### src/rtl/can_rx_fifo.sv
// rtl/can_rx_fifo.sv - CAN receive frame FIFO with acceptance filter and FWFT read port
//
// Purpose:
//   Takes completed frames from the CAN controller receive path, filters them
//   with an 11-bit code/mask acceptance filter, stores accepted frames in a
//   DEPTH-entry FIFO and presents the head entry to the host through a
//   first-word-fall-through valid/ready port. Frames arriving while the FIFO
//   is full are dropped and recorded in a sticky overflow flag and a
//   saturating drop counter.
//
// Optional feature macro: CAN_RX_TIMESTAMP_EN
//   Defined     - a 16-bit free-running counter is stamped into each entry on
//                 push and the head entry's stamp drives rd_timestamp.
//   Not defined - no counter or stamp storage; rd_timestamp is tied to zero.
//
// Ports:
//   clk, rst_n                  clock, asynchronous active-low reset
//   rx_valid/rx_id/rx_dlc/rx_data  single-cycle frame strobe from the controller
//   filt_en/filt_code/filt_mask acceptance filter control (mask 1 = compare)
//   rd_valid/rd_ready           host read handshake (FWFT)
//   rd_id/rd_dlc/rd_data        head entry fields (payload sanitised by DLC)
//   rd_timestamp                head entry timestamp (zero when feature off)
//   fifo_count                  number of stored entries, 0..DEPTH
//   overflow/drop_count         sticky drop flag and saturating drop counter
//   clr_overflow                one-cycle clear of overflow and drop_count

module can_rx_fifo #(
    parameter int DEPTH = 8,
    parameter int AW    = 3
) (
    input  logic          clk,
    input  logic          rst_n,
    input  logic          rx_valid,
    input  logic [10:0]   rx_id,
    input  logic [3:0]    rx_dlc,
    input  logic [63:0]   rx_data,
    input  logic          filt_en,
    input  logic [10:0]   filt_code,
    input  logic [10:0]   filt_mask,
    output logic          rd_valid,
    input  logic          rd_ready,
    output logic [10:0]   rd_id,
    output logic [3:0]    rd_dlc,
    output logic [63:0]   rd_data,
    output logic [15:0]   rd_timestamp,
    output logic [AW:0]   fifo_count,
    output logic          overflow,
    output logic [7:0]    drop_count,
    input  logic          clr_overflow
);

    localparam logic [AW:0]   FULL_CNT = (AW+1)'(DEPTH);
    localparam logic [AW:0]   CNT_ONE  = 1;
    localparam logic [AW-1:0] PTR_ONE  = 1;

    // Frame storage; contents are intentionally not reset.
    logic [10:0] mem_id   [DEPTH];
    logic [3:0]  mem_dlc  [DEPTH];
    logic [63:0] mem_data [DEPTH];

    logic [AW-1:0] wr_ptr;
    logic [AW-1:0] rd_ptr;
    logic [AW:0]   count;

    logic          accept;
    logic          full;
    logic          push;
    logic          pop;
    logic          drop;
    logic [3:0]    n_bytes;
    logic [63:0]   data_clean;

    // ------------------------------------------------------------------
    // Acceptance filter and handshake decode
    // ------------------------------------------------------------------
    assign accept = rx_valid & (~filt_en | (((rx_id ^ filt_code) & filt_mask) == 11'd0));

    // Fullness uses the registered count, so a same-cycle pop cannot make
    // room for an incoming frame.
    assign full   = (count == FULL_CNT);
    assign push   = accept & ~full;
    assign drop   = accept & full;
    assign pop    = rd_valid & rd_ready;

    // ------------------------------------------------------------------
    // Payload sanitising: bytes beyond min(DLC, 8) are zeroed. Byte 0 is
    // the most significant byte of rx_data.
    // ------------------------------------------------------------------
    always_comb begin
        n_bytes    = (rx_dlc > 4'd8) ? 4'd8 : rx_dlc;
        data_clean = 64'd0;
        for (int k = 0; k < 8; k++) begin
            if (4'(k) < n_bytes) begin
                data_clean[63-8*k -: 8] = rx_data[63-8*k -: 8];
            end
        end
    end

    // ------------------------------------------------------------------
    // Storage write
    // ------------------------------------------------------------------
    always_ff @(posedge clk) begin
        if (push) begin
            mem_id[wr_ptr]   <= rx_id;
            mem_dlc[wr_ptr]  <= rx_dlc;
            mem_data[wr_ptr] <= data_clean;
        end
    end

    // ------------------------------------------------------------------
    // Pointers and occupancy
    // ------------------------------------------------------------------
    always_ff @(posedge clk or negedge rst_n) begin
        if (!rst_n) begin
            wr_ptr <= '0;
            rd_ptr <= '0;
            count  <= '0;
        end else begin
            if (push) begin
                wr_ptr <= wr_ptr + PTR_ONE;
            end
            if (pop) begin
                rd_ptr <= rd_ptr + PTR_ONE;
            end
            case ({push, pop})
                2'b10:   count <= count + CNT_ONE;
                2'b01:   count <= count - CNT_ONE;
                default: count <= count;
            endcase
        end
    end

    // ------------------------------------------------------------------
    // Overflow status. A drop in the same cycle as a clear wins, leaving
    // the counter at one to record that drop.
    // ------------------------------------------------------------------
    always_ff @(posedge clk or negedge rst_n) begin
        if (!rst_n) begin
            overflow   <= 1'b0;
            drop_count <= 8'd0;
        end else if (drop) begin
            overflow <= 1'b1;
            if (clr_overflow) begin
                drop_count <= 8'd1;
            end else if (drop_count != 8'hFF) begin
                drop_count <= drop_count + 8'd1;
            end
        end else if (clr_overflow) begin
            overflow   <= 1'b0;
            drop_count <= 8'd0;
        end
    end

    // ------------------------------------------------------------------
    // Optional receive timestamp
    // ------------------------------------------------------------------
`ifdef CAN_RX_TIMESTAMP_EN
    logic [15:0] ts_cnt;
    logic [15:0] mem_ts [DEPTH];

    always_ff @(posedge clk or negedge rst_n) begin
        if (!rst_n) begin
            ts_cnt <= 16'd0;
        end else begin
            ts_cnt <= ts_cnt + 16'd1;
        end
    end

    always_ff @(posedge clk) begin
        if (push) begin
            mem_ts[wr_ptr] <= ts_cnt;
        end
    end

    assign rd_timestamp = mem_ts[rd_ptr];
`else
    assign rd_timestamp = 16'h0000;
`endif

    // ------------------------------------------------------------------
    // First-word-fall-through read port
    // ------------------------------------------------------------------
    assign rd_valid   = (count != '0);
    assign rd_id      = mem_id[rd_ptr];
    assign rd_dlc     = mem_dlc[rd_ptr];
    assign rd_data    = mem_data[rd_ptr];
    assign fifo_count = count;

endmodule

### config.mk
export PLATFORM = sky130hd
export DESIGN_NAME = can_rx_fifo
export DESIGN_NICKNAME = d
export VERILOG_FILES = /design/src/rtl/can_rx_fifo.sv
export SDC_FILE = /design/constraint.sdc
export NUM_CORES = 1
export LEC_CHECK = 0
export BUFFER_PORTS_ARGS = -buffer_cell sky130_fd_sc_hd__buf_4
export CAP_MARGIN = 20
export CORE_MARGIN = 8
export CORE_UTILIZATION = 35
export CTS_CLUSTER_SIZE = 40
export DETAILED_ROUTE_END_ITERATION = 7
export PLACE_DENSITY_LB_ADDON = 0.12
export REMOVE_ABC_BUFFERS = 1
export SETUP_SLACK_MARGIN = 0.2
export SYNTH_ARGS = -nofsm -noshare
export SYNTH_HDL_FRONTEND = slang
export SYNTH_SLANG_ARGS = --single-unit
export TNS_END_PERCENT = 30
### constraint.sdc
create_clock -name clk -period 7.8 [get_ports clk]
set_clock_uncertainty 0.15 [all_clocks]
set_input_delay 0.39 -clock clk [delete_from_list [all_inputs] [get_ports clk]]
set_output_delay 0.39 -clock clk [all_outputs]
set_load 0.005 [all_outputs]
---- Yosys cells after proc, flatten, opt, wreduce, memory -nomap -nowiden ----
Memories as Yosys holds them, arrays and structs flattened.
Cells that the tools add are included.
storage, ports and cells
  word-level logic and storage cells ...... 59
  RAM bits ................................ 632
  output and inout port bits .............. 109
  bits of input ports ..................... 107
  flip-flop bits (word level) ............. 19
  memories ................................ 3
operators by class
  multiplexer cells ....................... 18
  add/subtract/negate cells ............... 5
  reductions and logical operators ........ 6
  bitwise logic cells ..................... 9
  eq/ne operators ......................... 4
  order comparisons ....................... 9
memory list
  name      words  bits a word  read ports  clocked after Yosys merged registers in  wr ports  RTL line  source
  mem_data  8      64           1           0                                        1         59        logic [63:0] mem_data [DEPTH];
  mem_id    8      11           1           0                                        1         57        logic [10:0] mem_id [DEPTH];
  mem_dlc   8      4            1           0                                        1         58        logic [3:0] mem_dlc [DEPTH];
operator list
  operator                                              number
  2-to-1 mux 8 bit                                      12
  < comparator 3 x 4 -> 1 bit, first input constant     4
  bitwise AND 11 bit                                    1
  logical NOT 11 bit                                    1
  XOR 11 bit                                            1
  adder 8 x 1 -> 8 bit, second input constant           1
  < comparator 1 x 4 -> 1 bit, first input constant     2
  < comparator 2 x 4 -> 1 bit, first input constant     2
  != test 8 bit, second input constant                  1
  one-hot mux 4 bit (2 select lines)                    1
  adder 3 x 1 -> 3 bit, second input constant           2
  nonzero test 2 bit                                    3
  adder 4 x 1 -> 4 bit, second input constant           1
  bitwise AND 1 bit                                     4
  equality test 4 bit, second input constant            1
  greater-than comparator 4 bit, second input constant  1
  2-to-1 mux 1 bit                                      4
  2-to-1 mux 4 bit                                      1
  nonzero test 4 bit                                    1
  subtractor 4 x 1 -> 4 bit, second input constant      1
  equality test 2 x 1 -> 1 bit, second input constant   1
  equality test 2 bit, second input constant            1
  inverter 1 bit                                        2
  AND reduction 2 bit                                   1
  OR 1 bit                                              1

---- Longest topological paths before layout ----
Gate-level depths: netlist of the first run.
  word-level depth ........................ 8
  depth in mapped cells ................... 12
  mapped depth without buffers ............ 12

---- Worst setup path before layout of the first run ----
No wires, ideal clock.
  kind .................................... input -> register
  start point ............................. input filt_code[10]
  end point ............................... memory mem_data[1][0] (enable)
  setup time .............................. 0.613 ns
  path buffers ............................ 0
  cell stages on the path ................. 6
  required time ........................... 7.037 ns
  setup slack ............................. 0.352 ns
  arrival time ............................ 6.685 ns
  path through ............................ xor2_1 a22oi_1 and4_2 a32o_1 nand3_1 nor3_1
between the ends
  longest elaborated chain between the ends .. 8
RTL lines
  element                                 RTL line  source
  start, declared                         38        input logic [10:0] filt_code,
  XOR 11 bit                              76        assign accept = rx_valid & (~filt_en | (((rx_id ^ filt_code) & filt_mask) == 11'd0));
  bitwise AND 11 bit                      76
  logical NOT 11 bit                      76
  OR 1 bit                                76
  bitwise AND 1 bit                       76
  bitwise AND 1 bit                       81        assign push = accept & ~full;
  2-to-1 mux 1 bit                        103       if (push) begin
  2-to-1 mux 1 bit (implied by the code)  106       mem_data[wr_ptr] <= data_clean;
  end, declared                           59
Every way passes these cells.

---- Worst setup path in the final report of the first run ----
  start point ............................. register rd_ptr[1]
  end point ............................... output rd_data[49]
between the ends
  longest elaborated chain between the ends .. 1
RTL lines
  element                 RTL line  source
  start, declared         62        logic [AW-1:0] rd_ptr;
  start signal, assigned  123       rd_ptr <= rd_ptr + PTR_ONE;
  memory (8 x 64 bit)     -
  end, declared           44        output logic [63:0] rd_data,
Every way passes these cells.

==> results of run 1 <==
area by class of cell:
class                   count  area share [%]
flip-flops and latches    651            64.0
multi-input cells         427            18.9
clock buffers              92            6.17
repair buffers            237            6.10
well taps                 959            3.94
clock inverters            29           0.798
inverters                   7          0.0864
diodes                      1         0.00822
routing by layer:
| metal | vias up | routed length (um) | GRT usage (%) |
|---|---|---|---|
| li1 | 5211 | - | - |
| met1 | 6364 | 25900 | 18.9 |
| met2 | 231 | 29000 | 23.9 |
| met3 | 56 | 2660 | 2.96 |
| met4 | 2 | 767 | 3.68 |
| met5 | - | 13 | 0 |
tightest hold or removal path, cell delays in order:
cell	delay (ns)
buf_4	0.11
nand2_1	0.14
xnor2_1	0.08
state kept, by name (all words and copies together) (netlist names):
register	cells
wr_ptr	3
mem_dlc	32
mem_data	512
fifo_count	4
rd_ptr	3
mem_id	88
overflow	1
drop_count	8
metrics by stage:
step	hold WS (ns)	worst slack [ns]	cell area (um2)	utilization (%)
final	0.0160	3.73	30400	42.0
after global routing	0.0115	3.52	30400	42.0
after CTS	0.00231	3.53	30400	42.0
after detailed placement	0.138	3.80	28100	38.8
after global placement	0.137	3.84	28100	38.8
after floorplan	-0.0556	0.231	25200	-
worst max path at each step:
stage,slack [ns],end,depth (start not counted)
after floorplan,0.23,rd_data[0],2
after global placement,3.84,mem_data[7][27]$_DFFE_PP_,9
after detailed placement,3.80,mem_data[1][40]$_DFFE_PP_,8
after CTS,3.53,rd_id[3],4
after global routing,3.52,rd_data[49],4
final,3.73,rd_data[49],4
cell families after synthesis:
| family | after synthesis | share of synthesized area [%] |
|---|---|---|
| buffers and inverters | 71 | 1.38 |
| other | 1 | 0.0147 |
| and+or+nand+nor | 112 | 2.56 |
| xor gates and xnor gates | 20 | 0.689 |
| DFF | 651 | 76.5 |
| adders and majority gates | 6 | 0.295 |
| muxes | 242 | 17.7 |
| AOI/OAI and AO/OA | 31 | 0.866 |
synthesized netlist by cell type (4+ instances only):
master / count
buf_4: 17
dfrtp_1: 19
inv_1: 7
nor2_1: 14
mux4_2: 158
nor2b_1: 49
buf_2: 16
ha_1: 6
nor3_1: 4
a21oi_1: 7
nand2_1: 9
xnor2_1: 5
a22oi_1: 5
nand3_1: 5
edfxtp_1: 632
xor2_1: 15
mux2_2: 84
and2_1: 16
and3_1: 4
clkbuf_1: 28
power groups by stage:
| stage | clock network, uW | registers, uW | logic, uW |
|---|---|---|---|
| final | 3100 | 4400 | 2990 |
| after detailed placement | 0 | 4490 | 3120 |
| after floorplan | 0 | 4680 | 1890 |
| after global routing | 3340 | 4440 | 3270 |
| after global placement | 0 | 4480 | 3120 |
| after CTS | 3210 | 4420 | 3140 |
layout by cell type, fill, tap and decap left out, drive strengths merged, types with 2 or more instances in the layout:
| cell type | count |
|---|---|
| buf | 221 |
| nand2b | 2 |
| nand3 | 5 |
| bufinv | 3 |
| nor3 | 5 |
| clkinv | 19 |
| and2 | 16 |
| dfrtp | 19 |
| ha | 6 |
| a21oi | 8 |
| edfxtp | 632 |
| conb | 16 |
| xor2 | 15 |
| nor2 | 14 |
| and3 | 4 |
| a311oi | 3 |
| dlygate4sd3 | 16 |
| o21ai | 3 |
| mux4 | 158 |
| clkinvlp | 4 |
| inv | 10 |
| clkbuf | 92 |
| nor2b | 49 |
| nand2 | 10 |
| xnor2 | 5 |
| o31ai | 2 |
| a22oi | 5 |
| mux2 | 84 |
==> qor_table.md, run 1 <==
| Item | Reported |
|:---|:---|
| Global route total overflow | 0 |
| Vias in the first global route | 13.2k |
| Post CTS Setup Buffer Count | 0 |
| Mean routed wirelength per cell | 24.2 um |
| Die ar. | 81500 um2 |
| Time the final worst path needs with I/O delays and setup | 4.07 ns |
| Max-cap check violation count | 0 |
| Aggregate routed wire length | 58300 um |
| Storage cell area | 19500 um2 |
| Layout overhead on the synthesized area | 19.6% |
| Yosys Warn Count | 0 |
| Number of antenna violations at the first check in global routing | 2 |
| Min-Delay Endpoint | rd_ptr[0]$_DFFE_PN0P_ |
| Reg2reg start | fifo_count[0]$_DFFE_PN0P_ |
| CTS Hold Bufs | 16 |
| Htree depth | 3 |
| Crit path max-delay family | flip-flops |
| Slowest Stage Delay on Critical Path | 1.08 ns |
| Worst Setup Start Kind | flop |
| Outcome | complete, no violations |
| Transition time at the pin with the least slew margin | 1.04 ns |
| Internal power | 7590 uW |
| Power per Cell Area | 345 nW/um2 |
| Worst Hold Launch | rd_ready |
| Standard cell core area | 72500 um2 |
| Register area share after synthesis | 76.5% |
| Yosys top cell area share | 74.6% |
| Horiz. Die Dim | 286 um |
| Count of final max-slew check failures | 0 |
| Placement row count | 99 |
| Logic gate share of total power | 28.5% |
| Max transition margin | 30.7% |
| Number of cells on the worst reg-to-reg path | 5 |
| Max clock buf depth | 3 |
| Dominant cells by area after synthesis | edfxtp_1 75%, mux4_2 14%, mux2_2 3.7%, dfrtp_1 1.9%, nor2b_1 1.2% |
| Unrepaired setup endpoints after global routing | no |
| Crit path arrival time | 3.53 ns |
| Post-route non-filler standard cell count | 2403 |
| Slowest cell on the critical path | dfrtp_4 |
| CTS buffer count | 70 |
| Maximum frequency from static timing analysis | 0.246 GHz |
| Root Buffer | clkbuf_16 |
| Number of buffers and inverters on the critical path | 2 |
| Filler cell count in the final layout | 6384 |
| Total vias in the final route | 11.9k |
| Required time of the critical path | 7.26 ns |
| Post-layout nets | 1507 |
| Flop pwr share | 42.0% |
| Cell type with the highest occurrence count on the critical path | buf_4 |
| Async set-reset flop share out of synthesis | 2.92% |
| Switch Pwr | 2900 uW |
| Top flip-flop cell by instance count after synthesis | edfxtp_1 |
| Initial detailed-routing violation count | 647 |
| Number of endpoints failing setup at the final stage | 0 |
| Antenna violation net count after detailed routing | 0 |
| Final sum of negative setup slack | 0 ns |
| Worst setup path startpoint | rd_ptr[1]$_DFFE_PN0P_ |
| Clk_lat worst skew | 0.59 ns |
| DR pass1 iterations | 4 |
| Critical Path Sink Type | primary output |
| Maximum fanout along the worst path | 63 |
| Synthesized flop and latch total | 651 |
| Initial core utilization | 35.1% |
| Detailed-placement wirelength estimate | 32700 um |
| Pin count of the biggest net entering global routing | 100 |
| Final period utilization | 52.2% |
| Remaining design rule violation count | 0 |
| Die Y | 286 um |
| Portion of total power attributed to the clock network | 29.5% |
| Cell variety after synth | 46 |
| Hold violation count in the final report | 0 |
| Fraction of layout cells with a size suffix above 1 | 39.8% |
| Clock sinks | 651 |
| Dominant cell type by area after synthesis | edfxtp_1 |
| Capturing point of the worst reg2reg path | mem_data[1][47]$_DFFE_PP_ |
| Number of vias per cell after detailed routing | 4.94 |
| Number of top-level pins | 216 |
| Final weighted congestion in routability-driven placement | 0.693 |
| Placed Instances | 2265 |
| Clock edge transition at the registers on the reported setup and hold paths | 0.06 ns |
| Multi-input gate area in the final layout | 5760 um2 |
| Static Leakage | 0.0100 uW |
| Worst R2R Setup Slack | 4.70 ns |
| Worst-case vdd ir drop | 0.000178 V |
| Worst hold path cell count | 3 |
| Switching part of the total power | 27.7% |
| Mean cell area of the mapped netlist | 22.4 um2 |
| Cell-by-cell listing of the critical path | buf_4 -> mux4_2 -> mux2_2 -> buf_4 |
| Overall power consumption | 10500 uW |
| Post-synthesis instance area | 25400 um2 |
| Category of the critical setup timing path | reg -> out |
| Overall Global Routing Usage | 14.2% |
| TritonCTS clock tree | yes |
| Number of enable-type register cells in the synthesized netlist | 632 |
| Buffers on Ports | 199 |
| Worst hold-check path type | in -> reg |
| First-pass GRT wire length | 86700 um |
| Quantity of gates resized following cts | 0 |
| Synth Instances | 1134 |
(Power assumes the default switching activity.)
==> run 2: changes to the inputs <==
==> constraint.sdc (replaced) <==
create_clock -name clk -period 3.3 [get_ports clk]
set_clock_uncertainty 0.15 [all_clocks]
set_input_delay 0.165 -clock clk [delete_from_list [all_inputs] [get_ports clk]]
set_output_delay 0.165 -clock clk [all_outputs]
set_load 0.005 [all_outputs]
==> qor_table.md, run 2 (synthesis results as in run 1) <==
| Item | Reported |
|:---|:---|
| Min-Delay Endpoint | wr_ptr[2]$_DFFE_PN0P_ |
| Number of buffers and inverters on the critical path | 2 |
| Number of antenna violations at the first check in global routing | 1 |
| Overall Global Routing Usage | 14.7% |
| DR pass1 iterations | 4 |
| CTS buffer count | 72 |
| Number of flip-flops in the largest register | 512 |
| Detailed-placement wirelength estimate | 34900 um |
| Number of endpoints failing setup at the final stage | 0 |
| Buffers on Ports | 199 |
| Power per Cell Area | 812 nW/um2 |
| Initial core utilization | 35.1% |
| Utilization after layout | 43.8% |
| Crit path arrival time | 2.70 ns |
| Worst hold-check path type | in -> reg |
| Worst R2R Setup Slack | 0.69 ns |
| Area of all placed cells without fillers | 31700 um2 |
| Static Leakage | 0.0106 uW |
| Vias in the first global route | 13.7k |
| Time the final worst path needs with I/O delays and setup | 3.01 ns |
| Highest-count cells in the layout ignoring fill and taps | 632 x edfxtp_1, 212 x buf_4, 158 x mux4_2, 86 x dlygate4sd3_1, 84 x mux2_2 |
| Aggregate routed wire length | 59900 um |
| Crit path max-delay family | multiplexers |
| TritonCTS clock tree | yes |
| Filler cell count in the final layout | 6275 |
| Most frequent standard cell in the layout excluding fill and tap cells | edfxtp_1 |
| Worst-case vdd ir drop | 0.000371 V |
| Worst Setup Start Kind | flop |
| Reg2reg start | fifo_count[1]$_DFFE_PN0P_ |
| Transition time at the pin with the least slew margin | 0.980 ns |
| Final period utilization | 91.3% |
| Total vias in the final route | 12.3k |
| Fraction of layout cells with a size suffix above 1 | 39.0% |
| Global route total overflow | 0 |
| Die Y | 286 um |
| Placement-stage cell area | 28500 um2 |
| Required time of the critical path | 2.98 ns |
| Remaining design rule violation count | 0 |
| Maximum frequency from static timing analysis | 0.332 GHz |
| Max clock buf depth | 3 |
| Worst hold path cell count | 5 |
| Horiz. Die Dim | 286 um |
| Number of vias per cell after detailed routing | 4.92 |
| Placed Instances | 2281 |
| Unrepaired setup endpoints after global routing | yes |
| Die ar. | 81500 um2 |
| Max transition margin | 34.4% |
| Cell-by-cell listing of the critical path | buf_16 -> mux4_2 -> mux2_2 -> buf_4 |
| Diodes inserted | 0 |
| Number of top-level pins | 216 |
| Pin count of the biggest net entering global routing | 56 |
| Root Buffer | clkbuf_16 |
| Placement row count | 99 |
| Number of cells on the worst reg-to-reg path | 11 |
| Worst setup path startpoint | rd_ptr[0]$_DFFE_PN0P_ |
| Slowest cell on the critical path | dfrtp_4 |
| First-pass GRT wire length | 90600 um |
| Standard cell core area | 72500 um2 |
| Final weighted congestion in routability-driven placement | 0.705 |
| Count of final max-slew check failures | 0 |
| Top Registers | mem_data: 512 flops, mem_id: 88 flops, mem_dlc: 32 flops |
| Post-route non-filler standard cell count | 2498 |
| Worst path setup slack after routing | 0.286 ns |
| Initial detailed-routing violation count | 771 |
| Post-Place Setup Slack | 0.390 ns |
| Critical Path Sink Type | primary output |
| Clock sinks | 651 |
| Layout overhead on the synthesized area | 24.8% |
| Clk_lat worst skew | 0.60 ns |
| Maximum fanout along the worst path | 44 |
| Capturing point of the worst reg2reg path | fifo_count[2]$_DFFE_PN0P_ |
| Post-layout nets | 1595 |
| Register with the highest flop count | mem_data |
| Slowest Stage Delay on Critical Path | 0.63 ns |
| Clock edge transition at the registers on the reported setup and hold paths | 0.06 ns |
| Hold violation count in the final report | 0 |
| Max-cap check violation count | 0 |
| Htree depth | 3 |
| Outcome | complete, no violations |
| Mean routed wirelength per cell | 24.0 um |
| Antenna violation net count after detailed routing | 0 |
| Category of the critical setup timing path | reg -> out |
| Worst Hold Launch | filt_mask[4] |
==> run 2: worst reg2reg max path: cells and delay by family (launching register included) <==
family          cells  cell delay, ns
compound gates      1            0.14
fa+ha+maj           2            0.44
xor+xnor            3            0.48
flops               1            0.46
buf+inv             1            0.10
simple gates        4            0.72
==> run 2: worst max path at each step <==
stage / cells past startpoint / end / slack (ns)
finish: 4 / rd_dlc[3] / 0.29
global route: 4 / rd_dlc[3] / 0.14
CTS: 4 / rd_dlc[3] / 0.21
detailed placement: 13 / fifo_count[2]$_DFFE_PN0P_ / 0.39
global placement: 13 / fifo_count[2]$_DFFE_PN0P_ / 0.39
floorplan: 2 / rd_data[0] / -4.04
==> run 2: area by class of cell <==
| type | count | area, um2 | share of cell area (%) |
|---|---|---|---|
| Tap cell | 959 | 1200 | 3.78 |
| Timing Repair Buffer | 323 | 2960 | 9.33 |
| Clock buffer | 87 | 1900 | 5.99 |
| Clock inverter | 44 | 433 | 1.36 |
| Multi-Input combinational cell | 427 | 5760 | 18.1 |
| Sequential cell | 651 | 19500 | 61.3 |
| Inverter | 7 | 26.3 | 0.0828 |
==> run 2: per-stage QoR <==
stage / hold slack, ns / TNS (ns) / total power (uW)
CTS: 0.0824 / 0 / 26400
detailed placement: -0.0822 / 0 / 18300
finish: 0.135 / 0 / 25800
floorplan: -0.281 / -1796.24 / 14500
global route: 0.144 / 0 / 27100
global placement: -0.0863 / 0 / 18300
==> run 2: where the power goes <==
part           leakage [uW]  switching (uW)  internal (uW)
combinational       0.00347            3490           4110
clock               0.00113            3210           4670
sequential          0.00599             451           9860
==> run 2: per-layer routing <==
metal  track usage (%)  vias to the layer above  part of all wire [%]
li1                  -                     5399                     -
met2              24.4                      245                    49
met5                 0                        -                 0.020
met3              2.72                       65                   3.9
met4              3.70                        2                   1.5
met1              20.0                     6576                    45
==> run 2: repair_timing <==
action / 4_1_cts / 5_1_grt
setup buffers: 0 / 0
endpoints found under the setup margin: 4 / 16
resized for setup: 1 / 0
hold endpoints to repair: 664 / 0
hold buffers: 86 / 0
